==> config.mk <==
export PLATFORM = sky130hd
export DESIGN_NAME = mux2_arbiter_flat
export DESIGN_NICKNAME = d
export VERILOG_FILES = /design/src/rtl/mux2_arb_pkg.sv /design/src/rtl/mux2_arbiter_if.sv /design/src/rtl/mux2.sv /design/src/rtl/mux2_arbiter.sv /design/src/flat_wrapper.sv
export SDC_FILE = /design/constraint.sdc
export NUM_CORES = 1
export LEC_CHECK = 0
export CAP_MARGIN = 30
export CORE_MARGIN = 3
export CORE_UTILIZATION = 37
export CTS_CLUSTER_DIAMETER = 80
export CTS_CLUSTER_SIZE = 40
export DETAILED_ROUTE_END_ITERATION = 12
export GPL_ROUTABILITY_DRIVEN = 1
export PLACE_DENSITY = 0.73
export SLEW_MARGIN = 5
export SYNTH_ARGS = -nofsm -noshare
export SYNTH_HDL_FRONTEND = slang
export SYNTH_SLANG_ARGS = --single-unit
==> constraint.sdc <==
create_clock -name clk -period 2.3 [get_ports clk]
set_clock_uncertainty 0.2 [all_clocks]
set_input_delay 0.23 -clock clk [delete_from_list [all_inputs] [get_ports clk]]
set_output_delay 0.23 -clock clk [all_outputs]
set_load 0.05 [all_outputs]
==> src/rtl/mux2_arb_pkg.sv <==
// Shared types for the two-requester mux arbiter.
// State encoding and default datapath width.
package mux2_arb_pkg;

  typedef enum logic [1:0] {
    IDLE,
    OWN0,
    OWN1
  } arb_state_t;

  localparam int DEFAULT_WIDTH = 4;

endpackage

==> src/rtl/mux2_arbiter_if.sv <==
// Producer/consumer bundle around the mux arbiter.
// master = producers + consumer side, slave = arbiter.
interface mux2_arbiter_if
  import mux2_arb_pkg::*;
#(
  parameter int WIDTH = DEFAULT_WIDTH
);

  logic             req0;
  logic             req1;
  logic [WIDTH-1:0] d0_in;
  logic [WIDTH-1:0] d1_in;
  logic             gnt0;
  logic             gnt1;
  logic             sel;
  logic [WIDTH-1:0] y_out;
  logic             y_valid;
  logic             busy;

  modport master (
    output req0,
    output req1,
    output d0_in,
    output d1_in,
    input  gnt0,
    input  gnt1,
    input  sel,
    input  y_out,
    input  y_valid,
    input  busy
  );

  modport slave (
    input  req0,
    input  req1,
    input  d0_in,
    input  d1_in,
    output gnt0,
    output gnt1,
    output sel,
    output y_out,
    output y_valid,
    output busy
  );

endinterface

==> src/rtl/mux2.sv <==
// Plain 2:1 data mux shared by the arbiter.
// s=0 selects d0, s=1 selects d1.
module mux2 #(
  parameter int WIDTH = 4
) (
  input  logic [WIDTH-1:0] d0,
  input  logic [WIDTH-1:0] d1,
  input  logic             s,
  output logic [WIDTH-1:0] y
);

  assign y = s ? d1 : d0;

endmodule

==> src/rtl/mux2_arbiter.sv <==
// Round-robin owner FSM in front of mux2 with registered output.
// MUX2_ARB_BURST_LIMIT_EN caps a grant at MAX_BURST transfers.
module mux2_arbiter
  import mux2_arb_pkg::*;
#(
  parameter int WIDTH = DEFAULT_WIDTH
`ifdef MUX2_ARB_BURST_LIMIT_EN
  ,
  parameter int MAX_BURST = 4
`endif
) (
  input  logic            clk,
  input  logic            rst_n,
  mux2_arbiter_if.slave   bus
);

  arb_state_t       state_q;
  arb_state_t       state_d;
  logic             ptr_q;
  logic             ptr_d;
  logic [WIDTH-1:0] y_q;
  logic [WIDTH-1:0] y_d;
  logic             yv_q;
  logic             yv_d;
  logic             sel;
  logic             xfer;
  logic             limit_hit;
  logic [WIDTH-1:0] mux_y;

  assign sel = (state_q == OWN1);

  mux2 #(
    .WIDTH(WIDTH)
  ) u_mux (
    .d0(bus.d0_in),
    .d1(bus.d1_in),
    .s (sel),
    .y (mux_y)
  );

`ifdef MUX2_ARB_BURST_LIMIT_EN
  localparam int CW = $clog2(MAX_BURST + 1);

  logic [CW-1:0] cnt_q;
  logic [CW-1:0] cnt_d;

  assign limit_hit = (cnt_q == CW'(MAX_BURST - 1));

  always_comb begin
    cnt_d = cnt_q;
    if (state_d != state_q) begin
      cnt_d = '0;
    end else if (xfer) begin
      cnt_d = limit_hit ? '0 : cnt_q + CW'(1);
    end
  end

  always_ff @(posedge clk or negedge rst_n) begin
    if (!rst_n) begin
      cnt_q <= '0;
    end else begin
      cnt_q <= cnt_d;
    end
  end
`else
  assign limit_hit = 1'b0;
`endif

  // ptr_q=0 favours req0 when both ask from IDLE
  always_comb begin
    state_d = state_q;
    ptr_d   = ptr_q;
    y_d     = y_q;
    yv_d    = 1'b0;
    xfer    = 1'b0;
    unique case (state_q)
      IDLE: begin
        if (bus.req0 && (!bus.req1 || !ptr_q)) begin
          state_d = OWN0;
        end else if (bus.req1) begin
          state_d = OWN1;
        end
      end
      OWN0: begin
        if (bus.req0) begin
          xfer = 1'b1;
          if (limit_hit && bus.req1) begin
            state_d = OWN1;
          end
        end else begin
          state_d = bus.req1 ? OWN1 : IDLE;
        end
      end
      OWN1: begin
        if (bus.req1) begin
          xfer = 1'b1;
          if (limit_hit && bus.req0) begin
            state_d = OWN0;
          end
        end else begin
          state_d = bus.req0 ? OWN0 : IDLE;
        end
      end
      default: state_d = IDLE;
    endcase
    if (xfer) begin
      y_d  = mux_y;
      yv_d = 1'b1;
    end
    if (state_d != state_q) begin
      if (state_d == OWN0) begin
        ptr_d = 1'b1;
      end else if (state_d == OWN1) begin
        ptr_d = 1'b0;
      end
    end
  end

  always_ff @(posedge clk or negedge rst_n) begin
    if (!rst_n) begin
      state_q <= IDLE;
      ptr_q   <= 1'b0;
      y_q     <= '0;
      yv_q    <= 1'b0;
    end else begin
      state_q <= state_d;
      ptr_q   <= ptr_d;
      y_q     <= y_d;
      yv_q    <= yv_d;
    end
  end

  assign bus.gnt0    = (state_q == OWN0);
  assign bus.gnt1    = (state_q == OWN1);
  assign bus.sel     = sel;
  assign bus.y_out   = y_q;
  assign bus.y_valid = yv_q;
  assign bus.busy    = (state_q != IDLE);

endmodule

==> src/flat_wrapper.sv <==
// flat-port wrapper written by rule: the top's interface ports become plain ports
module mux2_arbiter_flat import mux2_arb_pkg::*;
#(
  parameter int WIDTH = DEFAULT_WIDTH

)
  (clk, rst_n, bus_req0, bus_req1, bus_d0_in, bus_d1_in, bus_gnt0, bus_gnt1, bus_sel, bus_y_out, bus_y_valid, bus_busy);
  mux2_arbiter_if #(.WIDTH(WIDTH)) bus_i ();
  input  logic clk;
  input  logic rst_n;
  input wire logic [$bits(bus_i.req0)-1:0] bus_req0;
  input wire logic [$bits(bus_i.req1)-1:0] bus_req1;
  input wire logic [$bits(bus_i.d0_in)-1:0] bus_d0_in;
  input wire logic [$bits(bus_i.d1_in)-1:0] bus_d1_in;
  output wire logic [$bits(bus_i.gnt0)-1:0] bus_gnt0;
  output wire logic [$bits(bus_i.gnt1)-1:0] bus_gnt1;
  output wire logic [$bits(bus_i.sel)-1:0] bus_sel;
  output wire logic [$bits(bus_i.y_out)-1:0] bus_y_out;
  output wire logic [$bits(bus_i.y_valid)-1:0] bus_y_valid;
  output wire logic [$bits(bus_i.busy)-1:0] bus_busy;
  assign bus_i.req0 = bus_req0;
  assign bus_i.req1 = bus_req1;
  assign bus_i.d0_in = bus_d0_in;
  assign bus_i.d1_in = bus_d1_in;
  assign bus_gnt0 = bus_i.gnt0;
  assign bus_gnt1 = bus_i.gnt1;
  assign bus_sel = bus_i.sel;
  assign bus_y_out = bus_i.y_out;
  assign bus_y_valid = bus_i.y_valid;
  assign bus_busy = bus_i.busy;
  mux2_arbiter #(.WIDTH(WIDTH)) u_core (.clk(clk), .rst_n(rst_n), .bus(bus_i));
endmodule
==> results.txt <==
Worst Reg2Reg Path Length in Cells = 9
Setup Total Neg Slack = 0 ns
Vias in the first global route = 503
Register area share after synthesis = 36.7%
Clock Tree Root = clkbuf_4
Crit path DAT = 2.20 ns
Sequential power share = 18.6%
Final GP Congestion = 0.828
Mapped Area = 546 sq um
Final Max Tran Viols = 0
#FFs+latches synth = 8
First-pass GRT wire length = 2040 um
Cell variety after synth = 21
Post-synth EDFFs = 0
Worst-path clk slew = 0.06 ns
Multi-input combinational cell area = 343 sq um
Routed WL per cell = 11.5 um
RSZ-0062 raised after global routing = true
Share of layout cells above drive strength 1 = 37.9%
GR Overflow Total = 0
CTS tree = built
Number of port buffers = 20
R2R setup slack = 0.03 ns
Period utilization = 98.6%
Maxcap violations = 0
Reg area = 203 sq um
Final WL = 1170 um
Worst Max-Slew Pin Slew = 0.501 ns
CTS Sinks = 8
Detailed Place HPWL = 997 um
Crit path from = u_core.state_q[1]
Fin Hold WS = 0.0605 ns
Die footprint = 1970 sq um
Crit path max fanout = 5
Switching part of the total = 47.6%
Post-CTS Hold Fix Bufs = 0
DRC viols = 0
Max Root-Sink Buffers = 2
Die width = 44.4 um
Worst Hold Class = in -> async
Core area = 1330 sq um
Initial Util = 40.9%
Post-synthesis average cell area = 10.1 sq um
Yosys top cell by area = dfrtp_1
Count of TritonRoute iterations in the first routing pass = 2
Endpoints failing hold = 0
Slew margin rel. = 66.5%
Fmax = 441 MHz
Status = complete, no violations
Pin count of the biggest net entering global routing = 10
Crit start category = flip-flop
# setup viols final = 0
Initial antenna violation count = 0
R2R Path End = u_core.ptr_q
Htree depth = 1
CTS Buf Count = 3
Synth Flop Type = dfrtp_1
Cells after Synth = 54
Area contributors post-synth = dfrtp_1, ha_1, mux2i_1
Post-layout nets = 107
Yosys top cell area share = 36.7%
Worst reg2reg startpoint = u_core.state_q[1]
Area Growth Syn to Fin = 65.4%
Post-synth ARST share = 100%
WS Path Type = reg -> reg
Pwr dens = 1460 nW/um^2
Combinational Power Share = 73.6%
Initial drt markers = 4
Via count = 490
# diodes = 0
Die Ht = 44.4 um
Yosys Warn Count = 0
Peak VDD IR = 0.658 mV
CP Capture Type = flip-flop
Fillers = 128
GRT Util Overall = 14.0%
Synth cell count leaders = dfrtp_1, nand2_1, ha_1, inv_1
WP data required = 2.23 ns
Net Count, Synth = 72
Period minus WS final = 2.27 ns
Clock Latency Late Sink = 0.24 ns
Top-Level Pins = 21
Antenna Nets Post-Route = 0
Pint = 0.689 mW
Static Leak = 0.419 nW
Clk network pwr share = 7.9%
Psw = 0.626 mW
Num rows = 13
Via/cell ratio = 4.80
## state kept, by name, summed over array words and instances (netlist names)
name                cells
u_core.bus.y_out        4
u_core.bus.y_valid      1
u_core.ptr_q            1
u_core.state_q          2
## how the worst max path moves through the flow
| stage | end | slack (ns) |
|---|---|---|
| detailed placement | u_core.ptr_q | -0.16 |
| floorplan | u_core.ptr_q | -0.22 |
| global placement | u_core.ptr_q | -0.11 |
| global route | u_core.ptr_q | -0.06 |
| finish | u_core.ptr_q | 0.03 |
| CTS | u_core.ptr_q | 0.003 |
## stage by stage
stage	worst slack (ns)	total power, mW	utilization (%)	area, sq um	instances
5_1_grt	-0.0637	1.42	67.6	902	102
2_1_floorplan	-0.217	0.897	-	589	54
3_3_place_gp	-0.107	1.19	64.5	861	97
3_5_place_dp	-0.158	1.20	64.5	861	97
4_1_cts	0.00336	1.31	66.2	883	100
6_report	0.0322	1.31	67.6	902	102
## critical path: stages (launching register included)
cell,delay (ns)
dfrtp_2,0.42
inv_4,0.08
ha_4,0.15
clkinvlp_4,0.08
o32ai_2,0.22
a31oi_2,0.07
a21o_1,0.18
ha_1,0.26
a31oi_1,0.15
mux2_1,0.34
## kinds of logic (layout without fill, tap and decap cells)
family,after synthesis,in the layout,synth area share (%)
compound gates,13,13,19.3
simple gates,11,11,8.26
flops,8,8,36.7
buf+inv,8,41,6.42
mux,7,7,14.0
fa+ha+maj,6,6,13.8
xor+xnor,1,1,1.61
## power groups by stage
stage	Clock [mW]	Sequential [mW]	Combinational (mW)
2_1_floorplan	0	0.394	0.503
3_3_place_gp	0	0.244	0.942
3_5_place_dp	0	0.246	0.952
4_1_cts	0.111	0.244	0.957
5_1_grt	0.120	0.252	1.05
6_report	0.104	0.244	0.967
## layout by cell type, fill, tap and decap left out
cell type,Yosys,routed
a21o_1,1,1
a21oi_2,1,1
a22o_2,1,1
a31oi_1,1,1
a31oi_2,1,1
a32oi_2,1,1
and2b_1,1,1
buf_4,1,15
buf_6,0,1
clkbuf_4,0,3
clkdlybuf4s50_1,0,16
clkinvlp_4,0,1
dfrtp_1,8,6
dfrtp_2,0,2
ha_1,6,4
ha_4,0,2
inv_1,6,3
inv_4,0,2
mux2_1,1,1
mux2_4,1,1
mux2i_1,5,5
nand2_1,8,8
nor2_1,2,2
o21ai_0,5,5
o21ba_2,1,1
o32ai_2,0,1
xnor2_1,1,1
## layout make-up
class | instances | share of cell area (%)
Sequential cell | 8 | 22.5
Multi-Input combinational cell | 38 | 38.0
Tap cell | 15 | 2.08
Inverter | 6 | 3.47
Clock buffer | 3 | 2.50
Timing Repair Buffer | 32 | 31.5
## routing by layer
layer | wire, um | global-route usage [%] | vias up
li1 | - | - | 253
met4 | 0 | 3.61 | 0
met3 | 83 | 3.66 | 0
met2 | 622 | 26.2 | 15
met5 | 0 | 0 | -
met1 | 467 | 15.6 | 222
## timing repair
| action | 4_1_cts | 5_1_grt |
|---|---|---|
| resized for setup | 0 | 1 |
| setup buffers | 0 | 2 |
| hold endpoints to repair | 0 | 0 |
| endpoints found under the setup margin | 0 | 1 |
No activity file was read; power rests on OpenSTA's default activity.
